<file path="config.mk">
export PLATFORM = sky130hd
export DESIGN_NAME = cp0_exc_ctrl_flat
export DESIGN_NICKNAME = d
export VERILOG_FILES = /design/src/rtl/cp0_exc_ctrl_if.sv /design/src/rtl/cp0_exc_ctrl.sv /design/src/flat_wrapper.sv
export SDC_FILE = /design/constraint.sdc
export NUM_CORES = 1
export LEC_CHECK = 0
export BUFFER_PORTS_ARGS = -buffer_cell sky130_fd_sc_hd__buf_2
export CORE_AREA = 5 5 111 139
export CTS_BUF_LIST = sky130_fd_sc_hd__clkbuf_8
export CTS_CLUSTER_SIZE = 12
export DETAILED_ROUTE_END_ITERATION = 8
export DIE_AREA = 0 0 116 144
export GPL_TIMING_DRIVEN = 0
export PLACE_DENSITY = 0.69
export SLEW_MARGIN = 5
export SYNTH_ARGS = -nofsm -noshare
export SYNTH_HDL_FRONTEND = slang
export SYNTH_SLANG_ARGS = --single-unit
export TNS_END_PERCENT = 10
</file>
<file path="constraint.sdc">
create_clock -name clock -period 3.61 [get_ports clock]
set_input_delay 0.722 -clock clock [delete_from_list [all_inputs] [get_ports clock]]
set_output_delay 0.722 -clock clock [all_outputs]
set_load 0.01 [all_outputs]
</file>
<file path="src/rtl/cp0_exc_ctrl_if.sv">
// WB-stage request, CP0 commit and fetch-redirect signals of the exception sequencer.
// The master modport is the controller side; slave is the surrounding pipeline.
interface cp0_exc_ctrl_if;
  localparam int unsigned EX_W  = 6;
  localparam int unsigned PC_W  = 32;
  localparam int unsigned CNT_W = 16;

  logic              wb_valid;
  logic [EX_W-1:0]   wb_ex_req;
  logic [PC_W-1:0]   wb_pc;
  logic              wb_is_bd;
  logic              wb_eret;
  logic [PC_W-1:0]   cp0_epc;
  logic [EX_W-1:0]   cp0_ex;
  logic [PC_W-1:0]   cp0_epc_in;
  logic              cp0_is_bd;
  logic              cp0_valid;
  logic              cp0_eret;
  logic              flush;
  logic              wb_stall;
  logic              redirect_valid;
  logic [PC_W-1:0]   redirect_pc;
  logic              redirect_ready;
  logic [CNT_W-1:0]  exc_count;

  modport master (
    input  wb_valid, wb_ex_req, wb_pc, wb_is_bd, wb_eret, cp0_epc, redirect_ready,
    output cp0_ex, cp0_epc_in, cp0_is_bd, cp0_valid, cp0_eret, flush, wb_stall,
           redirect_valid, redirect_pc, exc_count
  );

  modport slave (
    output wb_valid, wb_ex_req, wb_pc, wb_is_bd, wb_eret, cp0_epc, redirect_ready,
    input  cp0_ex, cp0_epc_in, cp0_is_bd, cp0_valid, cp0_eret, flush, wb_stall,
           redirect_valid, redirect_pc, exc_count
  );
endinterface

</file>
<file path="src/rtl/cp0_exc_ctrl.sv">
// Exception/ERET sequencer: selects one exception, commits it to CP0, flushes the
// pipeline for a fixed time and hands the redirect PC to fetch with valid/ready.
module cp0_exc_ctrl #(
  parameter logic [31:0] EXC_VECTOR   = 32'hBFC00380,
  parameter int unsigned FLUSH_CYCLES = 2
) (
  input logic            clock,
  input logic            resetn,
  cp0_exc_ctrl_if.master bus
);
  localparam int unsigned EX_W  = 6;
  localparam int unsigned PC_W  = 32;
  localparam int unsigned CNT_W = 16;
  localparam int unsigned FC_W  = 4;

  typedef enum logic [1:0] {IDLE, COMMIT, FLUSH, REDIRECT} state_t;

  state_t            state, state_d;
  logic [EX_W-1:0]   ex_q, ex_d;
  logic [PC_W-1:0]   epc_in_q, epc_in_d;
  logic              is_bd_q, is_bd_d;
  logic              valid_q, valid_d;
  logic              eret_q, eret_d;
  logic              flush_q, flush_d;
  logic              stall_q, stall_d;
  logic              rv_q, rv_d;
  logic [PC_W-1:0]   rpc_q, rpc_d;
  logic [PC_W-1:0]   target_q, target_d;
  logic [FC_W-1:0]   fcnt_q, fcnt_d;
  logic [CNT_W-1:0]  exc_count_q, exc_count_d;

  // Fixed priority: AdEL > RI > Sys > Bp > Ov > AdES
  function automatic logic [EX_W-1:0] pick(input logic [EX_W-1:0] req);
    if (req[0])      return EX_W'(6'b000001);
    else if (req[4]) return EX_W'(6'b010000);
    else if (req[2]) return EX_W'(6'b000100);
    else if (req[3]) return EX_W'(6'b001000);
    else if (req[5]) return EX_W'(6'b100000);
    else if (req[1]) return EX_W'(6'b000010);
    else             return '0;
  endfunction

  always_ff @(posedge clock or negedge resetn) begin
    if (!resetn) state <= IDLE;
    else         state <= state_d;
  end

  always_comb begin
    state_d     = state;
    ex_d        = '0;
    eret_d      = 1'b0;
    valid_d     = 1'b0;
    flush_d     = 1'b0;
    rv_d        = 1'b0;
    rpc_d       = '0;
    epc_in_d    = epc_in_q;
    is_bd_d     = is_bd_q;
    target_d    = target_q;
    fcnt_d      = fcnt_q;
    exc_count_d = exc_count_q;
    unique case (state)
      IDLE: begin
        if (bus.wb_valid && (|bus.wb_ex_req)) begin
          ex_d     = pick(bus.wb_ex_req);
          valid_d  = 1'b1;
          flush_d  = 1'b1;
          epc_in_d = bus.wb_is_bd ? (bus.wb_pc - 32'd4) : bus.wb_pc;
          is_bd_d  = bus.wb_is_bd;
          target_d = EXC_VECTOR;
          state_d  = COMMIT;
        end else if (bus.wb_valid && bus.wb_eret) begin
          eret_d   = 1'b1;
          valid_d  = 1'b1;
          flush_d  = 1'b1;
          target_d = bus.cp0_epc;
          state_d  = COMMIT;
        end
      end
      COMMIT: begin
        flush_d = 1'b1;
        fcnt_d  = FC_W'(FLUSH_CYCLES - 1);
        // ex_q is non-zero only when the commit is an exception rather than ERET
        if ((ex_q != '0) && (exc_count_q != 16'hFFFF))
          exc_count_d = exc_count_q + 16'd1;
        state_d = FLUSH;
      end
      FLUSH: begin
        if (fcnt_q == '0) begin
          rv_d    = 1'b1;
          rpc_d   = target_q;
          state_d = REDIRECT;
        end else begin
          flush_d = 1'b1;
          fcnt_d  = fcnt_q - FC_W'(1);
        end
      end
      REDIRECT: begin
        if (bus.redirect_ready) begin
          state_d = IDLE;
        end else begin
          rv_d  = 1'b1;
          rpc_d = target_q;
        end
      end
      default: state_d = IDLE;
    endcase
    stall_d = (state_d != IDLE);
  end

  always_ff @(posedge clock or negedge resetn) begin
    if (!resetn) begin
      ex_q        <= '0;
      epc_in_q    <= '0;
      is_bd_q     <= 1'b0;
      valid_q     <= 1'b0;
      eret_q      <= 1'b0;
      flush_q     <= 1'b0;
      stall_q     <= 1'b0;
      rv_q        <= 1'b0;
      rpc_q       <= '0;
      target_q    <= '0;
      fcnt_q      <= '0;
      exc_count_q <= '0;
    end else begin
      ex_q        <= ex_d;
      epc_in_q    <= epc_in_d;
      is_bd_q     <= is_bd_d;
      valid_q     <= valid_d;
      eret_q      <= eret_d;
      flush_q     <= flush_d;
      stall_q     <= stall_d;
      rv_q        <= rv_d;
      rpc_q       <= rpc_d;
      target_q    <= target_d;
      fcnt_q      <= fcnt_d;
      exc_count_q <= exc_count_d;
    end
  end

  assign bus.cp0_ex         = ex_q;
  assign bus.cp0_epc_in     = epc_in_q;
  assign bus.cp0_is_bd      = is_bd_q;
  assign bus.cp0_valid      = valid_q;
  assign bus.cp0_eret       = eret_q;
  assign bus.flush          = flush_q;
  assign bus.wb_stall       = stall_q;
  assign bus.redirect_valid = rv_q;
  assign bus.redirect_pc    = rpc_q;
  assign bus.exc_count      = exc_count_q;
endmodule

</file>
<file path="src/flat_wrapper.sv">
// flat-port wrapper written by rule: the top's interface ports become plain ports
module cp0_exc_ctrl_flat 
#(
  parameter logic [31:0] EXC_VECTOR   = 32'hBFC00380,
  parameter int unsigned FLUSH_CYCLES = 2
)
  (clock, resetn, bus_wb_valid, bus_wb_ex_req, bus_wb_pc, bus_wb_is_bd, bus_wb_eret, bus_cp0_epc, bus_redirect_ready, bus_cp0_ex, bus_cp0_epc_in, bus_cp0_is_bd, bus_cp0_valid, bus_cp0_eret, bus_flush, bus_wb_stall, bus_redirect_valid, bus_redirect_pc, bus_exc_count);
  cp0_exc_ctrl_if bus_i ();
  input logic clock;
  input logic resetn;
  input wire logic [$bits(bus_i.wb_valid)-1:0] bus_wb_valid;
  input wire logic [$bits(bus_i.wb_ex_req)-1:0] bus_wb_ex_req;
  input wire logic [$bits(bus_i.wb_pc)-1:0] bus_wb_pc;
  input wire logic [$bits(bus_i.wb_is_bd)-1:0] bus_wb_is_bd;
  input wire logic [$bits(bus_i.wb_eret)-1:0] bus_wb_eret;
  input wire logic [$bits(bus_i.cp0_epc)-1:0] bus_cp0_epc;
  input wire logic [$bits(bus_i.redirect_ready)-1:0] bus_redirect_ready;
  output wire logic [$bits(bus_i.cp0_ex)-1:0] bus_cp0_ex;
  output wire logic [$bits(bus_i.cp0_epc_in)-1:0] bus_cp0_epc_in;
  output wire logic [$bits(bus_i.cp0_is_bd)-1:0] bus_cp0_is_bd;
  output wire logic [$bits(bus_i.cp0_valid)-1:0] bus_cp0_valid;
  output wire logic [$bits(bus_i.cp0_eret)-1:0] bus_cp0_eret;
  output wire logic [$bits(bus_i.flush)-1:0] bus_flush;
  output wire logic [$bits(bus_i.wb_stall)-1:0] bus_wb_stall;
  output wire logic [$bits(bus_i.redirect_valid)-1:0] bus_redirect_valid;
  output wire logic [$bits(bus_i.redirect_pc)-1:0] bus_redirect_pc;
  output wire logic [$bits(bus_i.exc_count)-1:0] bus_exc_count;
  assign bus_i.wb_valid = bus_wb_valid;
  assign bus_i.wb_ex_req = bus_wb_ex_req;
  assign bus_i.wb_pc = bus_wb_pc;
  assign bus_i.wb_is_bd = bus_wb_is_bd;
  assign bus_i.wb_eret = bus_wb_eret;
  assign bus_i.cp0_epc = bus_cp0_epc;
  assign bus_i.redirect_ready = bus_redirect_ready;
  assign bus_cp0_ex = bus_i.cp0_ex;
  assign bus_cp0_epc_in = bus_i.cp0_epc_in;
  assign bus_cp0_is_bd = bus_i.cp0_is_bd;
  assign bus_cp0_valid = bus_i.cp0_valid;
  assign bus_cp0_eret = bus_i.cp0_eret;
  assign bus_flush = bus_i.flush;
  assign bus_wb_stall = bus_i.wb_stall;
  assign bus_redirect_valid = bus_i.redirect_valid;
  assign bus_redirect_pc = bus_i.redirect_pc;
  assign bus_exc_count = bus_i.exc_count;
  cp0_exc_ctrl #(.EXC_VECTOR(EXC_VECTOR), .FLUSH_CYCLES(FLUSH_CYCLES)) u_core (.clock(clock), .resetn(resetn), .bus(bus_i));
endmodule
</file>
After elaboration in Yosys (flattened, before gate mapping) --
Cells that the tools add are included. W data, S select, Z words.
Word-level totals: bits of input ports 76, flip-flop bits (word level) 130, logic and storage cells 66
Operators by class: mux-type cells 31, reductions and logical operators 14, eq/ne operators 5, add/subtract/negate cells 3
Operators by type and width (count):
- $mux W32 | 5
- $pmux W32 S2 | 1
- $mux W6 | 7
- $sub A32 B3 Y32 const B | 1
- $add A16 B1 Y16 const B | 1
- $ne A16 B16 Y1 const B | 1
- $mux W2 | 5
- $mux W1 | 8
- $pmux W2 S4 | 1
- $pmux W4 S2 | 1
- $reduce_and A2 Y1 | 4
- $reduce_bool A2 Y1 | 3
- $reduce_bool A6 Y1 | 1
- $reduce_or A6 Y1 | 1
- $eq A2 B2 Y1 const B | 2
- $logic_not A4 Y1 | 1
- $mux W4 | 1
- $sub A4 B1 Y4 const B | 1
- $logic_and A1 B1 Y1 | 3
- $pmux W1 S3 | 1
- $eq A2 B1 Y1 const B | 1
- $logic_not A2 Y1 | 1
- $ne A2 B2 Y1 const B | 1
- $pmux W1 S2 | 1

Logic depth before layout (Yosys ltp) --
Gate-level depths: netlist of the first run.
depth after elaboration 8, depth in mapped cells 8, gate-level depth less buffers 6

Least setup slack after synthesis of the first run --
OpenSTA, ideal clock, no wires.
path type in2reg, start in bus_wb_pc[3], end reg u_core.epc_in_q[31] (netlist: u_core.bus.cp0_epc_in[31]), required time 3528 ps, buffers on the path 2, library setup time 82 ps, arrival time 2586 ps, slack 942 ps, stages 6, cell sequence or4b_1 buf_2 or4b_1 buf_2 or4_1 a31oi_1
On the way: word-level cells in the longest chain between the ends 2
RTL lines:
- start, declared | line flat_wrapper.sv:13 | input wire logic [$bits(bus_i.wb_pc)-1:0] bus_wb_pc;
- $sub A32 B3 Y32 | line cp0_exc_ctrl.sv:67 | epc_in_d = bus.wb_is_bd ? (bus.wb_pc - 32'd4) : bus.wb_pc;
- $mux W32 | line cp0_exc_ctrl.sv:67
- end signal, assigned | line cp0_exc_ctrl.sv:126 | epc_in_q <= epc_in_d;
- end, declared | line cp0_exc_ctrl.sv:20 | logic [PC_W-1:0] epc_in_q, epc_in_d;
No other way between the ends. A chain may end at the register's enable or synchronous reset.

Final worst setup path of the first run --
start reg u_core.state[1], end reg u_core.epc_in_q[22] (netlist: u_core.bus.cp0_epc_in[22])
On the way: word-level cells in the longest chain between the ends 2
RTL lines:
- start, declared | line cp0_exc_ctrl.sv:18 | state_t state, state_d;
- start signal, assigned | line cp0_exc_ctrl.sv:45 | else state <= state_d;
- $logic_not A2 Y1 | line cp0_exc_ctrl.sv:61 | unique case (state)
- $reduce_and A2 Y1 (no line)
No other way between the ends.

==> summary.txt, run 1 <==
Finished Layout Cells: 854
top_reg_cell synth: dfrtp_1
Net Sw Power: 1.478 mW
Critical Path End Type: flop
via count: 4394
CTS tree: done
Setup CP Type: flop to flop
Antenna Cells: 0
Setup Skew: 0.01355 ns
Async SR Flop Fraction: 100.0%
clk sink count: 130
pin count of the biggest net entering global routing: 99
Final Hold Vio Count: 0
Die W: 116 um
Core ar.: 14100 um2
post-synth net total: 556
Worst R2R End: u_core.bus.cp0_epc_in[22]
Placed Cells: 822
Static Leak: 3.312 nW
share of post-route cells with drive strength above 1: 31.07%
clk slew on worst S/H paths: 0.09 ns
clock latency on the worst-skew pair: 0.43 ns
Worst R2R Start: u_core.state[1]
first-pass GRT wire length: 22.74 mm
CP max stage cell: a21boi_1
clock buffer count from CTS: 17
outcome: complete, no violations
DRC viols: 0
PostCTS Resize Cnt: 0
GPL Wtd Cong: 0.8508
clk buf depth: 2
Ports: 168
Total GRT Usage: 17.09%
power per cell area: 607.8 nW/um2
Flop pwr share: 46.0%
clock power share: 27.6%
Max Cap Violations: 0
antenna violations before repair: 0
cell accounting for the most synthesized area: dfrtp_1
Synth cell types: 47
CP Launch Type: flop
Wirelength per Cell: 16.29 um
Synth top cells by count: dfrtp_1, and2_1, nand2_1
fmax: 0.3740 GHz
PnR worst setup slack: 0.9361 ns
H-tree depth: 4
drt via density: 5.145
Final Max Tran Viols: 0
cell family with the largest share of critical-path delay: compound AO/OA/AOI/OAI gates
RSZ-0062 raised after global routing: false
Ys Warns: 0
Logic pwr share: 26.4%
DIE HEIGHT: 144 um
Detailed Place HPWL: 10.44 mm
R2R Setup Slk: 0.94 ns
DIE AREA: 16700 um2
Worst Tran Pin Value: 0.9766 ns
TNS Setup: 0 ns
top cells by area, synth: dfrtp_1, and2_1, a22o_1
crit path time final: 2.674 ns
critical path, cell by cell: nor3b_1 -> a21boi_1 -> clkbuf_1 -> o211ai_1 -> nand3_1
Hold Path Class: primary input to asynchronous set/reset pin
Mapped Cells: 477
worst path buffer plus inverter count: 1
cell row count: 49
switching share of power: 35.20%
Max IR drop VDD: 0.2583 mV
DRT antenna net count: 0
final setup violation count: 0
#FFs+latches synth: 130
grt ovf: 0
most common cell in the netlist: dfrtp_1
final net count: 742
synth-to-layout area growth: 26.86%
Reg2Reg Depth: 5
Yosys top cell area share: 59.73%
Netlist Area Pre-Place: 5446 um2
Layout Utilization: 49.00%
setup repair bufs after CTS: 0
DR pass1 iterations: 4
CP peak stage delay: 0.87 ns
Total Wirelength: 13.91 mm
Initial DRC Count: 213
Crit Path Max Fanout: 10
Max-Slew Margin vs Limit: 34.76%
Avg Cell Area, Syn: 11.42 um2
period utilisation layout: 74.07%
P_int: 2.721 mW
Post-synth EDFFs: 0
root buffer cell: clkbuf_8
worst slack, placed: 0.5550 ns
Initial Util: 38.62%
Port Buffer Count: 166
Seq/Total Area, Yosys: 59.73%
WP data required: 3.98 ns
vias in the first global route: 4486
worst path arrival time: 3.04 ns
cts hold-fix bufs: 0
metrics by stage:
step           hold WS (ns)  total power, mW  instance area, um2
6_report             0.1557            4.199                6909
5_1_grt              0.1483            4.480                6909
4_1_cts              0.1372            4.266                6909
3_5_place_dp         0.4662            3.093                6534
3_3_place_gp         0.4620            3.048                6500
2_1_floorplan        0.4264            2.537                5446
registers in the layout (all words and copies together) (netlist names):
register / flops
u_core.bus.cp0_epc_in: 32
u_core.bus.cp0_eret: 1
u_core.bus.cp0_ex: 6
u_core.bus.cp0_is_bd: 1
u_core.bus.cp0_valid: 1
u_core.bus.exc_count: 16
u_core.bus.flush: 1
u_core.bus.redirect_pc: 32
u_core.bus.redirect_valid: 1
u_core.bus.wb_stall: 1
u_core.fcnt_q: 4
u_core.state: 2
u_core.target_q: 32
power by group through the flow:
stage	Combinational (mW)	Clock, mW	Sequential (mW)
after floorplan	0.467	0	2.07
after global routing	1.23	1.27	1.98
after global placement	1.10	0	1.95
final	1.11	1.16	1.93
after CTS	1.14	1.20	1.93
after detailed placement	1.14	0	1.96
final cells by class:
cell class	instances	area (um2)
Multi-Input combinational cell	315	2071
Tap cell	178	222.7
Buffer	25	96.34
Sequential cell	130	3253
Clock buffer	17	234.0
Timing Repair Buffer	167	864.6
Inverter	7	26.28
Fill cell	1336	7192
Clock inverter	15	141.4
logic make-up (layout without fill, tap and decap cells):
group | Yosys count | in the layout | share of synthesized area [%]
compound gates | 93 | 93 | 12.36
xor+xnor | 27 | 27 | 4.342
buf+inv | 32 | 231 | 2.251
fa+ha+maj | 3 | 3 | 0.6893
flops | 130 | 130 | 59.73
simple gates | 184 | 184 | 19.07
mux | 8 | 8 | 1.562
placed cells by master, fill, tap and decap left out, drive strengths merged, types with 4 or more instances in the layout:
cell and n:
or3 12, nand3 12, nor2 25, inv 14, mux2 4, clkbuf 39
o211ai 7, nor3 7, xnor2 19, o31ai 9, nand4 9, a31oi 15
or2 4, and2 37, nand2 33, dfrtp 130, xor2 8, or4 12
mux2i 4, nor4 6, o21ai 20, and3 6, buf 170, a22o 20
o22a 12, clkinv 5
routing by layer:
metal | track usage (%) | part of all wire (%) | vias up
met5 | 0 | 0 | -
met4 | 6.170 | 1.9 | 0
met3 | 3.851 | 5.8 | 18
met2 | 28.25 | 51 | 117
met1 | 22.06 | 41 | 2160
li1 | - | - | 2099
worst max-delay path by stage:
stage / start / end / depth (start not counted)
global placement: resetn / u_core.bus.cp0_epc_in[19] / 1
CTS: u_core.state[1] / u_core.bus.cp0_epc_in[22] / 5
global route: u_core.state[1] / u_core.bus.cp0_epc_in[22] / 5
finish: u_core.state[1] / u_core.bus.cp0_epc_in[22] / 5
detailed placement: bus_wb_valid / u_core.bus.cp0_epc_in[28] / 5
floorplan: bus_wb_pc[3] / u_core.bus.cp0_epc_in[31] / 6
Power figures use the tool's default switching activity.
==> run 2: changes to the inputs <==
==> constraint.sdc (replaced) <==
create_clock -name clock -period 2.5 [get_ports clock]
set_input_delay 0.5 -clock clock [delete_from_list [all_inputs] [get_ports clock]]
set_output_delay 0.5 -clock clock [all_outputs]
set_load 0.01 [all_outputs]
==> run 2 against run 1 <==
Effect of this change: combinational power up 44%; critical path depth unchanged; non-clock buffer count up 1; global-route usage about the same; via count down 0.32%; sequential cell count unchanged; clock skew about the same; sequential power up 45%; clock power up 45%; sequential share of layout area down 0.14 points.
==> summary.txt, run 2 (same netlist as run 1, synthesis figures left out) <==
worst path arrival time: 2.78 ns (-0.26 ns)
DIE AREA: 16700 um2 (unchanged)
synth-to-layout area growth: 27.22%
Detailed Place HPWL: 10.44 mm (unchanged)
GPL Wtd Cong: 0.8508 (unchanged)
dpl cell area: 6534 um2 (unchanged)
final net count: 743 (+0.13%)
Reg area: 3253 um2 (unchanged)
Net Sw Power: 2.137 mW (+45%)
cell row count: 49 (unchanged)
period utilisation layout: 96.50% (+22 points)
clk slew on worst S/H paths: 0.09 ns (about the same)
Flop pwr share: 46.0% (about the same)
worst slack, placed: -0.3330 ns (-0.8880 ns)
vias in the first global route: 4500 (+0.31%)
cell family with the largest share of critical-path delay: compound AO/OA/AOI/OAI gates
worst path buffer plus inverter count: 1 (unchanged)
fmax: 0.4145 GHz (+11%)
switching share of power: 35.22% (about the same)
Final Hold Vio Count: 0 (unchanged)
Ports: 168 (unchanged)
PnR worst setup slack: 0.08739 ns (-0.8487 ns)
grt ovf: 0 (unchanged)
CP Launch Type: flop
Initial DRC Count: 217 (+1.9%)
DRC viols: 0 (unchanged)
pin count of the biggest net entering global routing: 99 (unchanged)
crit path time final: 2.413 ns (-0.2613 ns)
Power, Total: 6.069 mW (+45%)
drt via density: 5.123 (-0.44%)
Worst Tran Pin Value: 0.9196 ns (-0.05698 ns)
first-pass GRT wire length: 22.78 mm (+0.18%)
Hold Path Class: primary input to flop
Antenna Cells: 0 (unchanged)
power per cell area: 875.9 nW/um2 (+44%)
Max IR drop VDD: 0.3725 mV (+44%)
CP max stage cell: a21boi_2
DIE HEIGHT: 144 um (unchanged)
Static Leak: 3.317 nW (+0.15%)
CP peak stage delay: 0.61 ns (-0.26 ns)
Initial Util: 38.62% (unchanged)
DRT antenna net count: 0 (unchanged)
Final Max Tran Viols: 0 (unchanged)
RSZ-0062 raised after global routing: true
P_int: 3.932 mW (+44%)
root buffer cell: clkbuf_8
commonest non-fill, non-tap cell in the layout: buf_2
DR pass1 iterations: 4 (unchanged)
CTS tree: done
Max-Slew Margin vs Limit: 38.13% (+3.4 points)
final setup violation count: 0 (unchanged)
WP data required: 2.87 ns (-1.11 ns)
clock latency on the worst-skew pair: 0.43 ns (about the same)
clk buf depth: 2 (unchanged)
Logic pwr share: 26.4% (about the same)
Total GRT Usage: 17.11% (+0.026 points)
Total Wirelength: 13.96 mm (+0.39%)
Wirelength per Cell: 16.33 um (+0.27%)
Core ar.: 14100 um2 (unchanged)
H-tree depth: 4 (unchanged)
Setup CP Type: flop to flop
Fill cells: 1333 (-0.22%)
clock power share: 27.6% (about the same)
Die W: 116 um (unchanged)
Crit Path Max Fanout: 10 (unchanged)
most frequent cells in the layout: buf_2, dfrtp_1, and2_1
Max Cap Violations: 0 (unchanged)
critical path, cell by cell: nor3b_1 -> a21boi_2 -> clkbuf_1 -> o211ai_1 -> nand3_1
outcome: complete, no violations
design area: 6929 um2 (+0.29%)
Setup Skew: 0.01361 ns (+0.00005520 ns)
share of post-route cells with drive strength above 1: 31.31% (+0.25 points)
clk sink count: 130 (unchanged)
multi-input logic area: 2081 um2 (+0.48%)
Critical Path End Type: flop
clock buffer count from CTS: 17 (unchanged)
Port Buffer Count: 166 (unchanged)
antenna violations before repair: 0 (unchanged)
via count: 4380 (-0.32%)
[run 2: cell count changes in the layout (fill, tap and decap cells not counted)]
cell,before,now
a21boi_1,1,0
a21boi_2,0,1
dlygate4sd3_1,0,1
nor4_1,6,5
nor4_2,0,1
[run 2: final cells by class]
| class | count | area share (%) |
|---|---|---|
| Multi-Input combinational cell | 315 | 30.03 |
| Clock buffer | 17 | 3.377 |
| Inverter | 7 | 0.3792 |
| Clock inverter | 15 | 2.040 |
| Buffer | 25 | 1.390 |
| Tap cell | 178 | 3.214 |
| Sequential cell | 130 | 46.95 |
| Timing Repair Buffer | 168 | 12.62 |
[run 2: metal layers]
layer	part of all wire [%]	GRT usage, %	up-vias	routed length [um]
li1	-	-	2104	-
met1	42	22.08	2148	5816
met2	51	28.31	111	7126
met3	5.5	3.851	17	774
met4	1.8	6.170	0	247
met5	0	0	-	0
[run 2: final timing paths]
| kind | startpoint | endpoint | slack (ns) | cells after the start |
|---|---|---|---|---|
| worst max register to register | u_core.state[1] | u_core.bus.cp0_epc_in[22] | 0.09 | 5 |
| max in group asynchronous | resetn | u_core.bus.exc_count[2] | 1.22 | 3 |
| min in group asynchronous | resetn | u_core.target_q[20] | 0.51 | 2 |
| worst min register to register | u_core.target_q[3] | u_core.bus.redirect_pc[3] | 0.47 | 1 |
| worst min-delay path | bus_wb_pc[1] | u_core.bus.cp0_epc_in[1] | 0.27 | 3 |
| worst max-delay path | u_core.state[1] | u_core.bus.cp0_epc_in[22] | 0.09 | 5 |
[run 2: through the flow]
step	util [%]	setup TNS (ns)	instances	hold slack (ns)
after floorplan	-	0	477	0.2044
after global placement	46.10	-96.52	821	0.4620
after detailed placement	46.34	-8.195	822	0.4061
after CTS	49.09	0	855	0.2435
after global routing	49.14	-0.8366	855	0.2517
final	49.14	0	855	0.2747
[run 2: power groups by stage]
stage          clock [mW]  sequential, mW  combinational, mW
2_1_floorplan           0            2.99              0.675
3_3_place_gp            0            2.82               1.58
3_5_place_dp            0            2.83               1.64
4_1_cts              1.73            2.79               1.64
5_1_grt              1.83            2.86               1.79
6_report             1.68            2.79               1.60
[run 2: tightest hold or removal path, stage by stage]
cell and delay [ns]:
buf_2 0.08, nand2_1 0.04, nand2_1 0.04
[run 2: timing repair]
action	in CTS	in global routing
hold buffers	1	0
gates resized for setup	1	1
hold endpoints to repair	32	0
setup buffers	0	0
setup endpoints to repair	20	20
==> run 3: changes to the inputs <==
--- a/config.mk
+++ b/config.mk
@@ -13,6 +13,7 @@
 export DIE_AREA = 0 0 116 144
 export GPL_TIMING_DRIVEN = 0
 export PLACE_DENSITY = 0.69
+export REMOVE_ABC_BUFFERS = 1
 export SLEW_MARGIN = 5
 export SYNTH_ARGS = -nofsm -noshare
 export SYNTH_HDL_FRONTEND = slang
==> run 3 against run 2 <==
Effect of this change: cell count decreased by 2.5%; sequential power about the same; clock power increased by 14%; via count decreased by 0.37%; hold slack got worse by 0.22 ns; total power increased by 3.7%; core utilization increased by 0.21 points; sequential share of layout area decreased by 0.20 points; critical path depth unchanged; first-iteration DRC count decreased by 6.0%; largest cell class unchanged.
==> summary.txt, run 3 (same netlist as run 1, synthesis figures left out) <==
crit path to: u_core.bus.cp0_epc_in[31]
via count: 4364 (-0.37%)
cell family with the largest share of critical-path delay: simple AND/OR/NAND/NOR gates
synth-to-layout area growth: 27.77%
CP startpoint: bus_wb_pc[3]
final setup violation count: 0 (unchanged)
Critical Path Stages: 5 (unchanged)
Setup CP Type: primary input to flop
antenna violations before repair: 1 (+1)
switching share of power: 32.00% (-3.2 points)
Power, Total: 6.296 mW (+3.7%)
power per cell area: 904.6 nW/um2 (+3.3%)
outcome: complete, no violations
critical path, cell by cell: buf_2 -> or4b_1 -> or4b_1 -> or4_1 -> a31oi_1
P_int: 4.281 mW (+8.9%)
Final Hold Vio Count: 0 (unchanged)
grt ovf: 0 (unchanged)
Detailed Place HPWL: 9.858 mm (-5.5%)
TNS Setup: 0 ns (unchanged)
Port Buffer Count: 167 (+0.60%)
CTS tree: done
Max IR drop VDD: 0.3908 mV (+4.9%)
DIE HEIGHT: 144 um (unchanged)
CP peak stage delay: 0.67 ns (+0.06 ns)
most frequent cells in the layout: buf_2, dfrtp_1, and2_1
DR pass1 iterations: 4 (unchanged)
vias in the first global route: 4533 (+0.73%)
Hold Path Class: primary input to asynchronous set/reset pin
Max-Slew Margin vs Limit: 42.47% (+4.3 points)
Ports: 168 (unchanged)
clock power share: 30.4% (+2.8 points)
H-tree depth: 4 (unchanged)
worst path buffer plus inverter count: 1 (unchanged)
Total Wirelength: 13.65 mm (-2.3%)
Static Leak: 3.331 nW (+0.44%)
crit path time final: 2.304 ns (-0.1088 ns)
Flop pwr share: 44.4% (-1.6 points)
Max Cap Violations: 0 (unchanged)
clk sink count: 130 (unchanged)
RSZ-0062 raised after global routing: false
DRT antenna net count: 0 (unchanged)
final net count: 722 (-2.8%)
Crit Path Max Fanout: 8 (-2)
Initial DRC Count: 204 (-6.0%)
WP data required: 2.84 ns (-0.03 ns)
Total GRT Usage: 16.77% (-0.34 points)
Logic pwr share: 25.2% (-1.2 points)
Setup Skew: 0.01409 ns (+0.0004812 ns)
Initial Util: 38.62% (unchanged)
Net Sw Power: 2.015 mW (-5.7%)
clk slew on worst S/H paths: 0.08 ns (about the same)
DIE AREA: 16700 um2 (unchanged)
Antenna Cells: 0 (unchanged)
Core ar.: 14100 um2 (unchanged)
root buffer cell: clkbuf_8
Layout Utilization: 49.35% (+0.21 points)
share of post-route cells with drive strength above 1: 33.69% (+2.4 points)
clock buffer count from CTS: 17 (unchanged)
clk buf depth: 2 (unchanged)
first-pass GRT wire length: 22.23 mm (-2.4%)
CP Launch Type: primary input
commonest non-fill, non-tap cell in the layout: buf_2
Reg2Reg Depth: 4 (-1)
GPL Wtd Cong: 0.8135 (-4.4%)
Worst R2R Start: u_core.state[1]
period utilisation layout: 92.15% (-4.4 points)
Wirelength per Cell: 16.36 um (+0.19%)
cell row count: 49 (unchanged)
Worst R2R End: u_core.bus.cp0_epc_in[22]
Final Max Tran Viols: 0 (unchanged)
cts hold-fix bufs: 0 (-1)
R2R Setup Slk: 0.34 ns (+0.25 ns)
drt via density: 5.233 (+2.1%)
most frequent CP cell: or4b_1
fmax: 0.4341 GHz (+4.7%)
pin count of the biggest net entering global routing: 69 (-30%)
clock latency on the worst-skew pair: 0.42 ns (about the same)
worst path arrival time: 2.64 ns (-0.14 ns)
DRC viols: 0 (unchanged)
CP max stage cell: or4b_1
Worst Tran Pin Value: 0.8551 ns (-0.06443 ns)
Die W: 116 um (unchanged)
Critical Path End Type: flop
-- run 3: per-layer routing --
| metal | part of all wire [%] | wire [um] | GRT usage, % | vias up |
|---|---|---|---|---|
| met1 | 40 | 5526 | 19.60 | 2117 |
| met3 | 7.6 | 1031 | 5.190 | 17 |
| met5 | 0.095 | 13 | 0 | - |
| met4 | 1.3 | 184 | 5.559 | 2 |
| met2 | 50 | 6891 | 29.25 | 165 |
| li1 | - | - | - | 2063 |
-- run 3: worst min path at each step --
stage | start | to | slack [ns]
3_5_place_dp | u_core.bus.cp0_is_bd | u_core.bus.cp0_is_bd | 0.46
4_1_cts | resetn | u_core.bus.exc_count[13] | 0.05
6_report | resetn | u_core.bus.exc_count[13] | 0.05
3_3_place_gp | u_core.bus.cp0_is_bd | u_core.bus.cp0_is_bd | 0.46
5_1_grt | resetn | u_core.bus.exc_count[13] | 0.07
2_1_floorplan | resetn | u_core.bus.cp0_epc_in[0] | 0.20
-- run 3: final cells by class --
class / count / area (um2)
fillers: 1288 / 7142
flip-flops and latches: 130 / 3253
multi-input cells: 315 / 2105
repair buffers: 172 / 919.6
clock buffers: 20 / 275.3
well taps: 178 / 222.7
clock inverters: 12 / 153.9
inverters: 7 / 30.03
-- run 3: timing repair --
| item | 4_1_cts | 5_1_grt |
|---|---|---|
| pin swaps | 1 | 0 |
| gates resized for setup | 3 | 3 |
| endpoints found under the hold margin | 0 | 0 |
| setup endpoints to repair | 28 | 49 |
| setup buffers | 2 | 0 |
-- run 3: power by group through the flow --
stage | clock (mW) | combinational [mW] | sequential [mW]
final | 1.92 | 1.59 | 2.79
after detailed placement | 0 | 1.61 | 2.82
after CTS | 1.98 | 1.61 | 2.80
after global placement | 0 | 1.53 | 2.80
after global routing | 2.06 | 1.78 | 2.85
after floorplan | 0 | 0.641 | 2.99
-- run 3: metrics by stage --
stage,cells,hold slack [ns],setup WS (ns),instance area (um2)
global placement,797,0.4580,-1.574,6409
finish,834,0.05168,0.1962,6959
detailed placement,800,0.4571,-1.067,6492
global route,834,0.07110,0.05068,6959
floorplan,452,0.2044,-0.4021,5350
CTS,834,0.05498,0.06677,6952
